## config.mk

```make
export PLATFORM = sky130hd
export DESIGN_NAME = alu_sequencer
export DESIGN_NICKNAME = d
export VERILOG_FILES = /design/src/rtl/alu_seq_pkg.sv /design/src/rtl/alu_seq_alu_core.sv /design/src/rtl/alu_sequencer.sv
export SDC_FILE = /design/constraint.sdc
export NUM_CORES = 1
export LEC_CHECK = 0
export ABC_AREA = 1
export BUFFER_PORTS_ARGS = -buffer_cell sky130_fd_sc_hd__buf_2
export CAP_MARGIN = 25
export CORE_MARGIN = 1.5
export CORE_UTILIZATION = 39
export DETAILED_ROUTE_END_ITERATION = 12
export RECOVER_POWER = 50
export SLEW_MARGIN = 20
export SYNTH_ARGS = -nofsm -noshare
export SYNTH_HDL_FRONTEND = slang
export SYNTH_SLANG_ARGS = --single-unit
```

## constraint.sdc

```tcl
create_clock -name clock -period 7.1 [get_ports clock]
set_input_delay 1.065 -clock clock [delete_from_list [all_inputs] [get_ports clock]]
set_output_delay 1.065 -clock clock [all_outputs]
set_load 0.02 [all_outputs]
```

## src/rtl/alu_seq_pkg.sv

```systemverilog
// Shared types and instruction layout for the ALU sequencer.
// The instruction word is {halt, op[2:0], a[WIDTH-1:0], b[WIDTH-1:0]}, MSB first.
package alu_seq_pkg;

    localparam int OP_W = 3;

    typedef enum logic [OP_W-1:0] {
        OP_ADD = 3'b000,
        OP_SUB = 3'b001,
        OP_SHL = 3'b010,
        OP_SHR = 3'b011,
        OP_AND = 3'b100,
        OP_OR  = 3'b101,
        OP_XOR = 3'b110,
        OP_NOT = 3'b111
    } aluOp_e;

    typedef enum logic [1:0] {
        ST_IDLE = 2'd0,
        ST_RUN  = 2'd1,
        ST_DONE = 2'd2
    } seqState_e;

    function automatic int instrWidth(input int width);
        return 4 + 2 * width;
    endfunction

    function automatic int bLsb(input int width);
        return 0 * width;
    endfunction

    function automatic int aLsb(input int width);
        return width;
    endfunction

    function automatic int opLsb(input int width);
        return 2 * width;
    endfunction

    function automatic int haltBit(input int width);
        return 2 * width + OP_W;
    endfunction

endpackage

```

## src/rtl/alu_seq_alu_core.sv

```systemverilog
// Combinational ALU used by the sequencer; carry_o is the ADD carry-out,
// the SUB no-borrow, or the last bit shifted out of SHL/SHR.
module alu_core
    import alu_seq_pkg::*;
#(
    parameter int WIDTH = 8
) (
    input  aluOp_e           op_i,
    input  logic [WIDTH-1:0] a_i,
    input  logic [WIDTH-1:0] b_i,
    output logic [WIDTH-1:0] result_o,
    output logic             carry_o
);

    logic [WIDTH:0] ext;

    // Shifts work on a one-bit-extended operand so the bit falling off the end
    // lands in the extension; any shift of WIDTH or more leaves a zero result.
    always_comb begin
        ext      = '0;
        result_o = '0;
        carry_o  = 1'b0;
        case (op_i)
            OP_ADD: begin
                ext      = {1'b0, a_i} + {1'b0, b_i};
                result_o = ext[WIDTH-1:0];
                carry_o  = ext[WIDTH];
            end
            OP_SUB: begin
                ext      = {1'b0, a_i} + {1'b0, ~b_i} + {{WIDTH{1'b0}}, 1'b1};
                result_o = ext[WIDTH-1:0];
                carry_o  = ext[WIDTH];
            end
            OP_SHL: begin
                ext      = {1'b0, a_i} << b_i;
                result_o = ext[WIDTH-1:0];
                carry_o  = ext[WIDTH];
            end
            OP_SHR: begin
                ext      = {a_i, 1'b0} >> b_i;
                result_o = ext[WIDTH:1];
                carry_o  = ext[0];
            end
            OP_AND:  result_o = a_i & b_i;
            OP_OR:   result_o = a_i | b_i;
            OP_XOR:  result_o = a_i ^ b_i;
            OP_NOT:  result_o = ~a_i;
            default: result_o = '0;
        endcase
    end

endmodule

```

## src/rtl/alu_sequencer.sv

```systemverilog
// Program-memory driven ALU sequencer with a valid/ready result port.
// Define ALU_SEQ_FLAGS_EN to register zero/carry/negative flags; otherwise they read 0.
module alu_sequencer
    import alu_seq_pkg::*;
#(
    parameter int WIDTH = 8,
    parameter int DEPTH = 16
) (
    input  logic                          clock,
    input  logic                          reset,
    input  logic                          start,
    input  logic                          prog_we,
    input  logic [$clog2(DEPTH)-1:0]      prog_addr,
    input  logic [instrWidth(WIDTH)-1:0]  prog_data,
    output logic [WIDTH-1:0]              result,
    output logic                          result_valid,
    input  logic                          result_ready,
    output logic                          flag_zero,
    output logic                          flag_carry,
    output logic                          flag_neg,
    output logic                          busy,
    output logic                          done,
    output logic [$clog2(DEPTH)-1:0]      pc
);

    localparam int ADDR_W = $clog2(DEPTH);
    localparam int IW     = instrWidth(WIDTH);
    localparam int A_LSB  = aLsb(WIDTH);
    localparam int B_LSB  = bLsb(WIDTH);
    localparam int OP_LSB = opLsb(WIDTH);
    localparam int HALT_B = haltBit(WIDTH);

    logic [IW-1:0] progMem [DEPTH];

    seqState_e         state_q, state_d;
    logic [ADDR_W-1:0] pc_q, pc_d;
    logic [WIDTH-1:0]  result_q, result_d;
    logic              resultValid_q, resultValid_d;
    logic              lastIssued_q, lastIssued_d;
    logic              issue;

    logic [IW-1:0]     curInstr;
    logic              curHalt;
    aluOp_e            curOp;
    logic [WIDTH-1:0]  curA;
    logic [WIDTH-1:0]  curB;
    logic [WIDTH-1:0]  aluResult;
    logic              aluCarry;

    // Program memory is deliberately outside the reset domain so a reset keeps the loaded program.
    always_ff @(posedge clock) begin
        if (prog_we && (state_q == ST_IDLE)) begin
            progMem[prog_addr] <= prog_data;
        end
    end

    assign curInstr = progMem[pc_q];
    assign curHalt  = curInstr[HALT_B];
    assign curOp    = aluOp_e'(curInstr[OP_LSB +: OP_W]);
    assign curA     = curInstr[A_LSB +: WIDTH];
    assign curB     = curInstr[B_LSB +: WIDTH];

    alu_core #(
        .WIDTH(WIDTH)
    ) u_alu_core (
        .op_i    (curOp),
        .a_i     (curA),
        .b_i     (curB),
        .result_o(aluResult),
        .carry_o (aluCarry)
    );

    always_ff @(posedge clock or posedge reset) begin
        if (reset) begin
            state_q       <= ST_IDLE;
            pc_q          <= '0;
            result_q      <= '0;
            resultValid_q <= 1'b0;
            lastIssued_q  <= 1'b0;
        end else begin
            state_q       <= state_d;
            pc_q          <= pc_d;
            result_q      <= result_d;
            resultValid_q <= resultValid_d;
            lastIssued_q  <= lastIssued_d;
        end
    end

    // lastIssued_q marks that the final instruction is out, so RUN only waits for its acceptance.
    always_comb begin
        state_d       = state_q;
        pc_d          = pc_q;
        result_d      = result_q;
        resultValid_d = resultValid_q;
        lastIssued_d  = lastIssued_q;
        issue         = 1'b0;
        case (state_q)
            ST_IDLE: begin
                if (start) begin
                    state_d       = ST_RUN;
                    pc_d          = '0;
                    resultValid_d = 1'b0;
                    lastIssued_d  = 1'b0;
                end
            end
            ST_RUN: begin
                if (resultValid_q && result_ready && lastIssued_q) begin
                    state_d       = ST_DONE;
                    resultValid_d = 1'b0;
                    pc_d          = '0;
                end else if ((!resultValid_q || result_ready) && !lastIssued_q) begin
                    issue         = 1'b1;
                    result_d      = aluResult;
                    resultValid_d = 1'b1;
                    pc_d          = pc_q + 1'b1;
                    lastIssued_d  = curHalt || (pc_q == ADDR_W'(DEPTH - 1));
                end
            end
            ST_DONE: begin
                state_d = ST_IDLE;
            end
            default: begin
                state_d = ST_IDLE;
            end
        endcase
    end

`ifdef ALU_SEQ_FLAGS_EN
    logic flagZero_q, flagCarry_q, flagNeg_q;

    always_ff @(posedge clock or posedge reset) begin
        if (reset) begin
            flagZero_q  <= 1'b0;
            flagCarry_q <= 1'b0;
            flagNeg_q   <= 1'b0;
        end else if (issue) begin
            flagZero_q  <= (aluResult == '0);
            flagCarry_q <= aluCarry;
            flagNeg_q   <= aluResult[WIDTH-1];
        end
    end

    assign flag_zero  = flagZero_q;
    assign flag_carry = flagCarry_q;
    assign flag_neg   = flagNeg_q;
`else
    logic unusedFlagInputs;
    assign unusedFlagInputs = aluCarry ^ issue;

    assign flag_zero  = 1'b0;
    assign flag_carry = 1'b0;
    assign flag_neg   = 1'b0;
`endif

    assign result       = result_q;
    assign result_valid = resultValid_q;
    assign pc           = pc_q;
    assign busy         = (state_q != ST_IDLE);
    assign done         = (state_q == ST_DONE);

endmodule

```

==> results of run 1 <==
==> metrics by stage <==
stage               cells  power [mW]  instance area, µm²  util (%)
floorplan            1453        4.62               15400         -
global placement     1965        5.43               16100      41.4
detailed placement   1965        5.41               16100      41.4
CTS                  2032        7.26               17200      44.5
global route         2033        7.72               17200      44.4
finish               2033        7.25               17200      44.4
==> worst max-delay path, cell delays in order (launching register included) <==
cell,delay (ns)
dfrtp_4,0.72
buf_4,0.62
buf_4,0.70
o21ai_0,0.22
o221ai_1,0.24
nand3_1,0.10
nand2_1,0.37
inv_1,0.16
ha_1,0.40
o31ai_1,0.53
nand2_1,0.10
nand2_1,0.08
nand2_1,0.06
nand2_1,0.07
nand2_1,0.04
nand3_1,0.07
o21ai_0,0.07
nor3_1,0.16
nand2_1,0.08
nand2_1,0.06
nand2_1,0.04
==> kinds of logic after synthesis <==
group | count (synthesis) | share of synthesized area, %
flops | 336 | 65.2
other cells | 1 | 0.0244
compound gates | 208 | 7.76
xor+xnor | 12 | 0.684
fa+ha+maj | 26 | 2.22
buf+inv | 195 | 5.72
simple gates | 673 | 18.4
==> final timing paths <==
kind / depth (start not counted) / slack [ns] / endpoint / from
max: 20 / 1.98 / result[5]$_DFFE_PP0P_ / pc[0]$_DFFE_PP0P_
min: 2 / 0.48 / result[4]$_DFFE_PP0P_ / result[4]$_DFFE_PP0P_
max reg2reg: 20 / 1.98 / result[5]$_DFFE_PP0P_ / pc[0]$_DFFE_PP0P_
min reg2reg: 2 / 0.48 / result[4]$_DFFE_PP0P_ / result[4]$_DFFE_PP0P_
max in group asynchronous: 2 / 6.01 / pc[0]$_DFFE_PP0P_ / reset
min in group asynchronous: 2 / 0.61 / result[3]$_DFFE_PP0P_ / reset
==> registers in the layout (all words and copies together), names as in the netlist <==
name,flops
lastIssued_q,1
state_q,2
result_valid,1
progMem,320
pc,4
result,8
==> metal layers <==
layer	wire length, µm	part of all wire, %	up-vias
li1	-	-	5091
met1	17900	44	5244
met2	19100	47	366
met3	2510	6.2	62
met4	987	2.4	0
met5	0	0	-
==> final cells by class <==
type | count | area [µm²] | area share [%]
clock buffer | 47 | 1010 | 5.85
clock inverter | 20 | 165 | 0.960
inverter | 120 | 453 | 2.63
multi-input combinational | 922 | 4520 | 26.2
sequential | 336 | 10000 | 58.2
tap | 518 | 648 | 3.77
timing repair buffer | 70 | 404 | 2.35
==> synth_stat cells, types with 17 or more instances <==
cell type | number | area [µm²]
inv_1 | 110 | 413
buf_4 | 17 | 128
ha_1 | 24 | 300
edfxtp_1 | 320 | 9610
nand3_1 | 168 | 841
o21ai_0 | 104 | 521
buf_2 | 36 | 180
nand2_1 | 305 | 1140
a21oi_1 | 20 | 100
nor2_1 | 162 | 608
o21ai_1 | 19 | 95.1
o211ai_1 | 35 | 263
==> power groups by stage <==
| stage | combinational [mW] | clock, mW | sequential [mW] |
|---|---|---|---|
| 3_3_place_gp | 3.07 | 0 | 2.36 |
| 6_report | 3.08 | 1.85 | 2.32 |
| 4_1_cts | 3.06 | 1.88 | 2.32 |
| 5_1_grt | 3.43 | 1.95 | 2.33 |
| 2_1_floorplan | 2.27 | 0 | 2.35 |
| 3_5_place_dp | 3.04 | 0 | 2.37 |
==> impl_results.md, run 1 <==
* Final Cycle Share at 72.2%
* Max_cap viols at 0
* Setup_tns at 0 ns
* M2 GR Usage at 32.7%
* Peak VDD IR at 0.188 mV
* Final hold slack at ~0.48 ns
* GRT met3 Usage at 3.06%
* Final Hold Viols at 0
* CTS sink count at roughly 340
* Internal power at 4.25 mW
* Die Ht at 201 µm
* Synth async-reset ratio at 4.76%
* Fin crit period at 5.12 ns
* Commonest non-fill, non-tap cells in the layout: 320 x edfxtp_1, 305 x nand2_1, 168 x nand3_1, 148 x nor2_1, 110 x inv_1
* Total grt overflow at 0
* Commonest non-fill, non-tap cell in the layout: edfxtp_1
* Final setup viols at 0
* Global route hottest layer: met2
* Largest net degree at the start of global routing at 97
* PortBufs at 43
* Req. time, crit path at 7.51 ns
* Rel. slew slack at between 30% and 40%
* Max frequency at 195 MHz
* Post-synthesis sequential area ratio at 65.2%
* Worst Slack Setup Final at just under 2 ns
* Tot GR Track Use at 19.9%
* EDFF count, synth at 320
* Met1 Use GR at 27.3%
* PD cells at 421 nW/µm²
* I/O pin count at 47
* Clk pwr share at 25.5%
* DIE AREA at 40600 µm²
* Pre-CTS setup slack at about 2.1 ns
* Clk root buf: clkbuf_16
* Slew @ Worst Pin at 0.926 ns
* # rows at approximately 70
* Startpoint types: register
* Area grow syn2layout at 12.0%
* Die width at between 200 and 250 µm
* Number of remaining DRC errors at 0
* Drt via density at between 5 and 6
* Mapped Area at about 15000 µm²
* CTS Buf Count at 38
* Max Buffers Root-to-Sink at 3
* Number of global-route vias before repair at 10300
* ANT nets after route at 0
* Share of cells above drive strength 1 at 9.24%
* Initial antenna violation count at 0
* P_sw at 3.00 mW
* Worst-path clk slew at 0.06 ns
* Post-CTS Resized at 0
* Iter 0 DRT Violations at 1055
* Core box area at between 30000 and 40000 µm²
* Logic pwr share at between 40% and 50%
* Worst-Skew Late Latency at 0.53 ns
* GPL Wtd Cong at 0.915
* Switch share at 41.4%
* Kind of critical path: reg2reg
* Unrepaired setup endpoints after global routing: no
* Final nets at 1543
* Total setup buffers inserted after CTS at 0
* DP HPWL at 23.0 mm
* CTS Hold Buffers Added at 0
* Flops & latches, synth at 336
* Crit end category: register
* Yosys cell types at 39
* Sequential share of power at 32.1%
* Global-route wire length before repair at around 62 mm
* Starting Density at 39.7%
* H-tree lvl count at 2
* Synth Instances at 1451
* Avg Cell Area, Syn at 10.6 µm²
* Ys flop type: edfxtp_1
* Outcome: finished, final reports clean
* Leakage at 6.52 nW
* Layout fillers at 3618
* Yosys warnings at 0
* Max-slew violations at 0
* DR WL/cell at slightly below 20 µm
* Crit path max fanout at 69
* Worst Path Arrival at 5.53 ns
* Antenna diodes at 0
* Via count at 10800
* TritonCTS clock tree: built
* Total Routed Length at ~40 mm
* Worst-case clock skew at about 0.014 ns
* Hold WC Path Type: reg2reg
* First-pass iteration count of the detailed router at 7
Note: power is estimated with default switching activity, not from simulation.
==> inputs of run 2 (changes only) <==
- clock period: 7.1 -> 4.5 ns (I/O delays scaled with it)
==> run 2 against run 1 <==
  * Clock power grew 61%
  * Register-to-register slack worse by 1.4 ns
  * Critical path type unchanged
  * First-iteration DRC count up 3.2%
  * Critical endpoint unchanged
  * Largest cell class unchanged
  * Sequential power is 57% higher
  * Via count rose by 1.1%
  * Total power rose by 61%
  * Global-route usage grew 0.73 points
  * Largest power group unchanged
==> impl_results.md, run 2 (synthesized netlist as in run 1, its figures left out) <==
* Iter 0 DRT Violations at between 1000 and 1500
* Worst R2R Start: pc[0]$_DFFE_PP0P_
* First-pass iteration count of the detailed router at 5
* PortBufs at 43
* Clk root buf: clkbuf_16
* Outcome: finished, final reports clean
* Reg2reg end: result[5]$_DFFE_PP0P_
* Setup_tns at 0 ns
* Initial antenna violation count at 0
* Crit path max fanout at 43
* Rel. slew slack at roughly a third
* Number of global-route vias before repair at roughly 11000
* Logic pwr share at 43.3%
* Worst R2R Setup Slack at around 0.58 ns
* H-tree lvl count at 2
* Layout fillers at 3628
* Slew @ Worst Pin at 0.969 ns
* Max-slew violations at 0
* Startpoint types: register
* Tot Pwr at 11.7 mW
* Clk pwr share at 25.5%
* Antenna diodes at 0
* Hold WC Path Type: in2async
* Global-route wire length before repair at between 60 and 70 mm
* Final hold slack at ~0.21 ns
* Worst Path Arrival at 4.34 ns
* Worst R2R Path Depth at 22
* Number of remaining DRC errors at 0
* Die width at 201 µm
* Drt via density at about 5.3
* Share of cells above drive strength 1 at 10.2%
* Final Cycle Share at ~87%
* Worst-case clock skew at 0.0159 ns
* Via count at 10900
* Peak VDD IR at 0.264 mV
* Worst Slack Setup Final at 0.578 ns
* Final setup viols at 0
* Total grt overflow at 0
* Fin crit period at 3.92 ns
* P_sw at 4.83 mW
* GPL Wtd Cong at roughly 0.95
* Largest register by flop count: progMem
* I/O pin count at 47
* CTS Hold Buffers Added at 0
* Kind of critical path: reg2reg
* Post-CTS Resized at 0
* CTS Buf Count at 38
* Worst-Skew Late Latency at about 0.54 ns
* Internal power at a little under 7 mW
* Unrepaired setup endpoints after global routing: no
* Max Buffers Root-to-Sink at 3
* Switch share at 41.3%
* Commonest non-fill, non-tap cells in the layout: 320 x edfxtp_1, 305 x nand2_1, 168 x nand3_1, 149 x nor2_1, 110 x inv_1
* Core box area at approximately 39000 µm²
* Total Routed Length at 41.8 mm
* Max frequency at 255 MHz
* Starting Density at 39.7%
* Crit end category: register
* Final nets at 1556
* # rows at 72
* ANT nets after route at 0
* PD cells at about 670 nW/µm²
* Worst-path clk slew at 0.06 ns
* TritonCTS clock tree: built
* Die Ht at 201 µm
* Largest net degree at the start of global routing at just under 80
* Sequential share of power at slightly above 30%
* DR WL/cell at 20.5 µm
* Total setup buffers inserted after CTS at 0
* Commonest non-fill, non-tap cell in the layout: edfxtp_1
* Tot GR Track Use at 20.6%
* Max FFs per register at 320
* Area grow syn2layout at 13.1%
* Pre-CTS setup slack at 0.707 ns
* CTS sink count at between 300 and 400
* Req. time, crit path at 4.92 ns
* Max_cap viols at 0
* DP HPWL at 24.7 mm
* DIE AREA at 40600 µm²
* Final Hold Viols at 0
* Leakage at 6.62 nW
-- run 2: cell count changes in the layout (fill, tap and decap cells not counted), sizes merged --
cell,previous run,this run
inv,121,122
clkinv,17,13
clkbuf,68,67
buf,49,63
bufinv,2,3
-- run 2: area by class of cell --
class | count | area [µm²] | share of cell area (%)
Multi-Input combinational cell | 922 | 4510 | 26.0
Clock buffer | 47 | 1010 | 5.79
Inverter | 120 | 453 | 2.61
Clock inverter | 18 | 185 | 1.07
Tap cell | 518 | 648 | 3.73
Timing Repair Buffer | 83 | 553 | 3.18
Sequential cell | 336 | 10000 | 57.7
-- run 2: power groups by stage --
stage | clock, mW | combinational [mW] | sequential, mW
4_1_cts | 3.04 | 5.02 | 3.65
2_1_floorplan | 0 | 3.59 | 3.70
3_3_place_gp | 0 | 5.04 | 3.71
3_5_place_dp | 0 | 5.00 | 3.71
5_1_grt | 3.14 | 5.63 | 3.66
6_report | 2.98 | 5.06 | 3.65
-- run 2: worst max-delay path by stage --
stage,startpoint,end,slack [ns],depth (start not counted)
2_1_floorplan,pc[0]$_DFFE_PP0P_,result[6]$_DFFE_PP0P_,1.26,22
3_3_place_gp,pc[1]$_DFFE_PP0P_,result[7]$_DFFE_PP0P_,0.70,19
3_5_place_dp,pc[0]$_DFFE_PP0P_,result[5]$_DFFE_PP0P_,0.71,22
4_1_cts,pc[0]$_DFFE_PP0P_,result[5]$_DFFE_PP0P_,0.68,22
5_1_grt,pc[1]$_DFFE_PP0P_,result[7]$_DFFE_PP0P_,0.27,19
6_report,pc[0]$_DFFE_PP0P_,result[5]$_DFFE_PP0P_,0.58,22
-- run 2: metal layers --
metal | vias up | share of wire (%) | global-route usage (%)
met2 | 354 | 48 | 33.9
met1 | 5330 | 43 | 27.9
met4 | 0 | 2.5 | 6.93
met3 | 73 | 6.2 | 3.17
met5 | - | 0 | 0
li1 | 5121 | - | -
-- run 2: worst max-delay path: stages, from the launching register on --
cell and delay [ns]:
dfrtp_4 0.58, inv_4 0.28, buf_12 0.26, nor2_1 0.08, nor2_1 0.08, o21ai_0 0.08, nand3_1 0.08, nand3_1 0.08
nand2_1 0.25, inv_2 0.15, ha_1 0.36, o31ai_1 0.54, nand2_1 0.11, nand2_1 0.08, nand2_1 0.06, nand2_1 0.06
nand2_1 0.04, nand3_1 0.08, o21ai_0 0.09, nor3_1 0.19, nand2_1 0.10, nand2_1 0.07, nand2_1 0.04
-- run 2: metrics by stage --
step | utilization, % | instances | instance area (µm²)
after floorplan | - | 1453 | 15400
after global placement | 41.9 | 1979 | 16200
after detailed placement | 41.9 | 1979 | 16200
after CTS | 44.9 | 2044 | 17400
after global routing | 44.9 | 2044 | 17400
final | 44.9 | 2044 | 17400
==> inputs of run 3 (changes only) <==
==> constraint.sdc (replaced) <==
create_clock -name clock -period 4.5 [get_ports clock]
set_input_delay 0.45 -clock clock [delete_from_list [all_inputs] [get_ports clock]]
set_output_delay 0.45 -clock clock [all_outputs]
set_load 0.02 [all_outputs]
==> run 3 against run 2 <==
  * Die area unchanged
  * Total power about the same
  * Cell area about the same
  * Fmax up 1.0%
  * Critical path depth did not move
  * Sequential cell count stayed put
  * Sequential power barely moved
  * Largest cell class unchanged
  * Largest power group unchanged
  * Highest routed layer unchanged
==> impl_results.md, run 3 (synthesized netlist as in run 1, its figures left out) <==
* Outcome: finished, final reports clean
* Worst-Skew Late Latency at between 0.5 and 0.6 ns
* Total setup buffers inserted after CTS at 0
* Max frequency at 258 MHz
* H-tree lvl count at 2
* Final Hold Viols at 0
* Worst-path clk slew at 0.06 ns
* Share of cells above drive strength 1 at 10.0%
* Total grt overflow at 0
* GPL Wtd Cong at 0.947
* Die Ht at 201 µm
* Sequential share of power at between 30% and 40%
* Req. time, crit path at 4.92 ns
* Iter 0 DRT Violations at 1204
* Number of global-route vias before repair at around 11000
* Hold WC Path Type: in2reg
* Clk pwr share at 25.5%
* Die width at 201 µm
* Tot GR Track Use at approximately 20%
* Final instance area at 17400 µm²
* I/O pin count at 47
* Internal power at between 6 and 7 mW
* Initial antenna violation count at 0
* DR WL/cell at 20.4 µm
* Rel. slew slack at 33.3%
* Inst Count DP at a little under 2000
* ANT nets after route at 0
* Total Routed Length at 41.8 mm
* Worst Path Arrival at 4.30 ns
* GRT met3 Usage at 3.17%
* First-pass iteration count of the detailed router at 5
* TritonCTS clock tree: built
* Largest net degree at the start of global routing at 78
* Area grow syn2layout at 13.2%
* CTS Buf Count at 38
* Seq. cell area at between 10000 and 15000 µm²
* Max_cap viols at 0
* CP max-delay cell: dfrtp_4
* Number of remaining DRC errors at 0
* Met1 Use GR at 27.9%
* PD cells at 672 nW/µm²
* Leakage at about 6.6 nW
* Global-route wire length before repair at around 64 mm
* Commonest non-fill, non-tap cells in the layout: 320 x edfxtp_1, 305 x nand2_1, 168 x nand3_1, 146 x nor2_1, 110 x inv_1
* Worst R2R Setup Slack at 0.62 ns
* Starting Density at 39.7%
* Clk root buf: clkbuf_16
* Fin cells at 2045
* P_sw at 4.83 mW
* Final setup viols at 0
* Area of the multi-input gates at between 4000 and 5000 µm²
* DP Area at 16200 µm²
* DIE AREA at about 41000 µm²
* Drt via density at about 5.3
* Slew @ Worst Pin at 1.00 ns
* Switch share at 41.3%
* Unrepaired setup endpoints after global routing: no
* Kind of critical path: reg2reg
* PortBufs at 43
* Peak VDD IR at 0.265 mV
* Antenna diodes at 0
* Fin crit period at 3.88 ns
* Final nets at 1557
* Core box area at 38700 µm²
* Crit end category: register
* Final Cycle Share at 86.3%
* Most Frequent Cell on Critical Path: nand2_1
* Via count at 10900
* Global route hottest layer: met2
* Max Buffers Root-to-Sink at 3
* Worst-case clock skew at 0.0168 ns
* Logic pwr share at between 40% and 50%
* CTS sink count at 336
* DP HPWL at 24.7 mm
* Startpoint types: register
* Crit path max fanout at 43
* # rows at 72
* Largest register by flop count: progMem
* CP max stage delay at 0.58 ns
* Max-slew violations at 0
* Commonest non-fill, non-tap cell in the layout: edfxtp_1
* Max FFs per register at 320
* Crit-path cells: inv_4 > buf_12 > nor2_1 > nor2_1 > o21ai_0 > nand3_1 > nand3_1 > nand2_1 > inv_2 > ha_1 > o31ai_1 > nand2_1 > nand2_1 > nand2_1 > nand2_1 > nand2_1 > nand3_1 > o21ai_0 > nor3_1 > nand2_1 > nand2_1 > nand2_1
* Layout fillers at about 3600
* M2 GR Usage at approximately 34%
* Setup_tns at 0 ns
==> run 3: cell types whose count changed in the layout (fill, tap and decap cells not counted), sizes merged <==
| cell | change |
|---|---|
| buf | -5 |
| clkbuf | +5 |
| dlygate4sd3 | +1 |
==> run 3: power by group through the flow <==
stage                     sequential, mW  clock [mW]  combinational (mW)
final                               3.65        2.98                5.06
after global routing                3.66        3.14                5.62
after CTS                           3.65        3.04                5.02
after detailed placement            3.71           0                5.00
after global placement              3.71           0                5.04
after floorplan                     3.70           0                3.59
==> run 3: final timing paths <==
kind                                  startpoint                endpoint  depth (start not counted)
max in group asynchronous                  reset       pc[1]$_DFFE_PP0P_                          3
setup reg to reg               pc[0]$_DFFE_PP0P_   result[5]$_DFFE_PP0P_                         22
setup / recovery               pc[0]$_DFFE_PP0P_   result[5]$_DFFE_PP0P_                         22
min in group asynchronous                  reset   result[0]$_DFFE_PP0P_                          3
hold / removal                             start  state_q[0]$_DFFE_PP0P_                          3
hold reg to reg            result[0]$_DFFE_PP0P_   result[0]$_DFFE_PP0P_                          2
==> run 3: area by class of cell <==
class	count	share of cell area [%]
flip-flops and latches	336	57.6
multi-input cells	922	26.0
clock buffers	47	5.79
well taps	518	3.73
repair buffers	84	3.20
inverters	120	2.60
clock inverters	18	1.06
==> run 3: routing by layer <==
layer	share of wire, %	vias up	wire, µm
met2	47	396	19800
met3	6.8	78	2830
li1	-	5125	-
met1	43	5291	18000
met5	0	-	0
met4	2.7	0	1140
==> run 3: repair_timing <==
| action | 4_1_cts | 5_1_grt |
|---|---|---|
| resized for setup | 0 | 0 |
| endpoints found under the hold margin | 3 | 0 |
| hold buffers | 1 | 0 |
==> run 3: through the flow <==
stage	power, mW	worst slack (ns)	hold WS (ns)	util (%)
3_5_place_dp	8.71	0.707	0.470	41.9
6_report	11.7	0.618	0.176	44.9
3_3_place_gp	8.75	0.703	0.460	41.9
5_1_grt	12.4	0.270	0.179	44.9
4_1_cts	11.7	0.680	0.157	45.0
2_1_floorplan	7.29	1.26	0.364	-
==> run 3: critical path: cells and delay by family (launching register included) <==
kind	cells	cell delay (ns)
adder cells (fa/ha/maj)	1	0.36
AND/OR/NAND/NOR	15	1.38
buffers and inverters	3	0.68
flip-flops	1	0.58
AO/OA/AOI/OAI	3	0.70
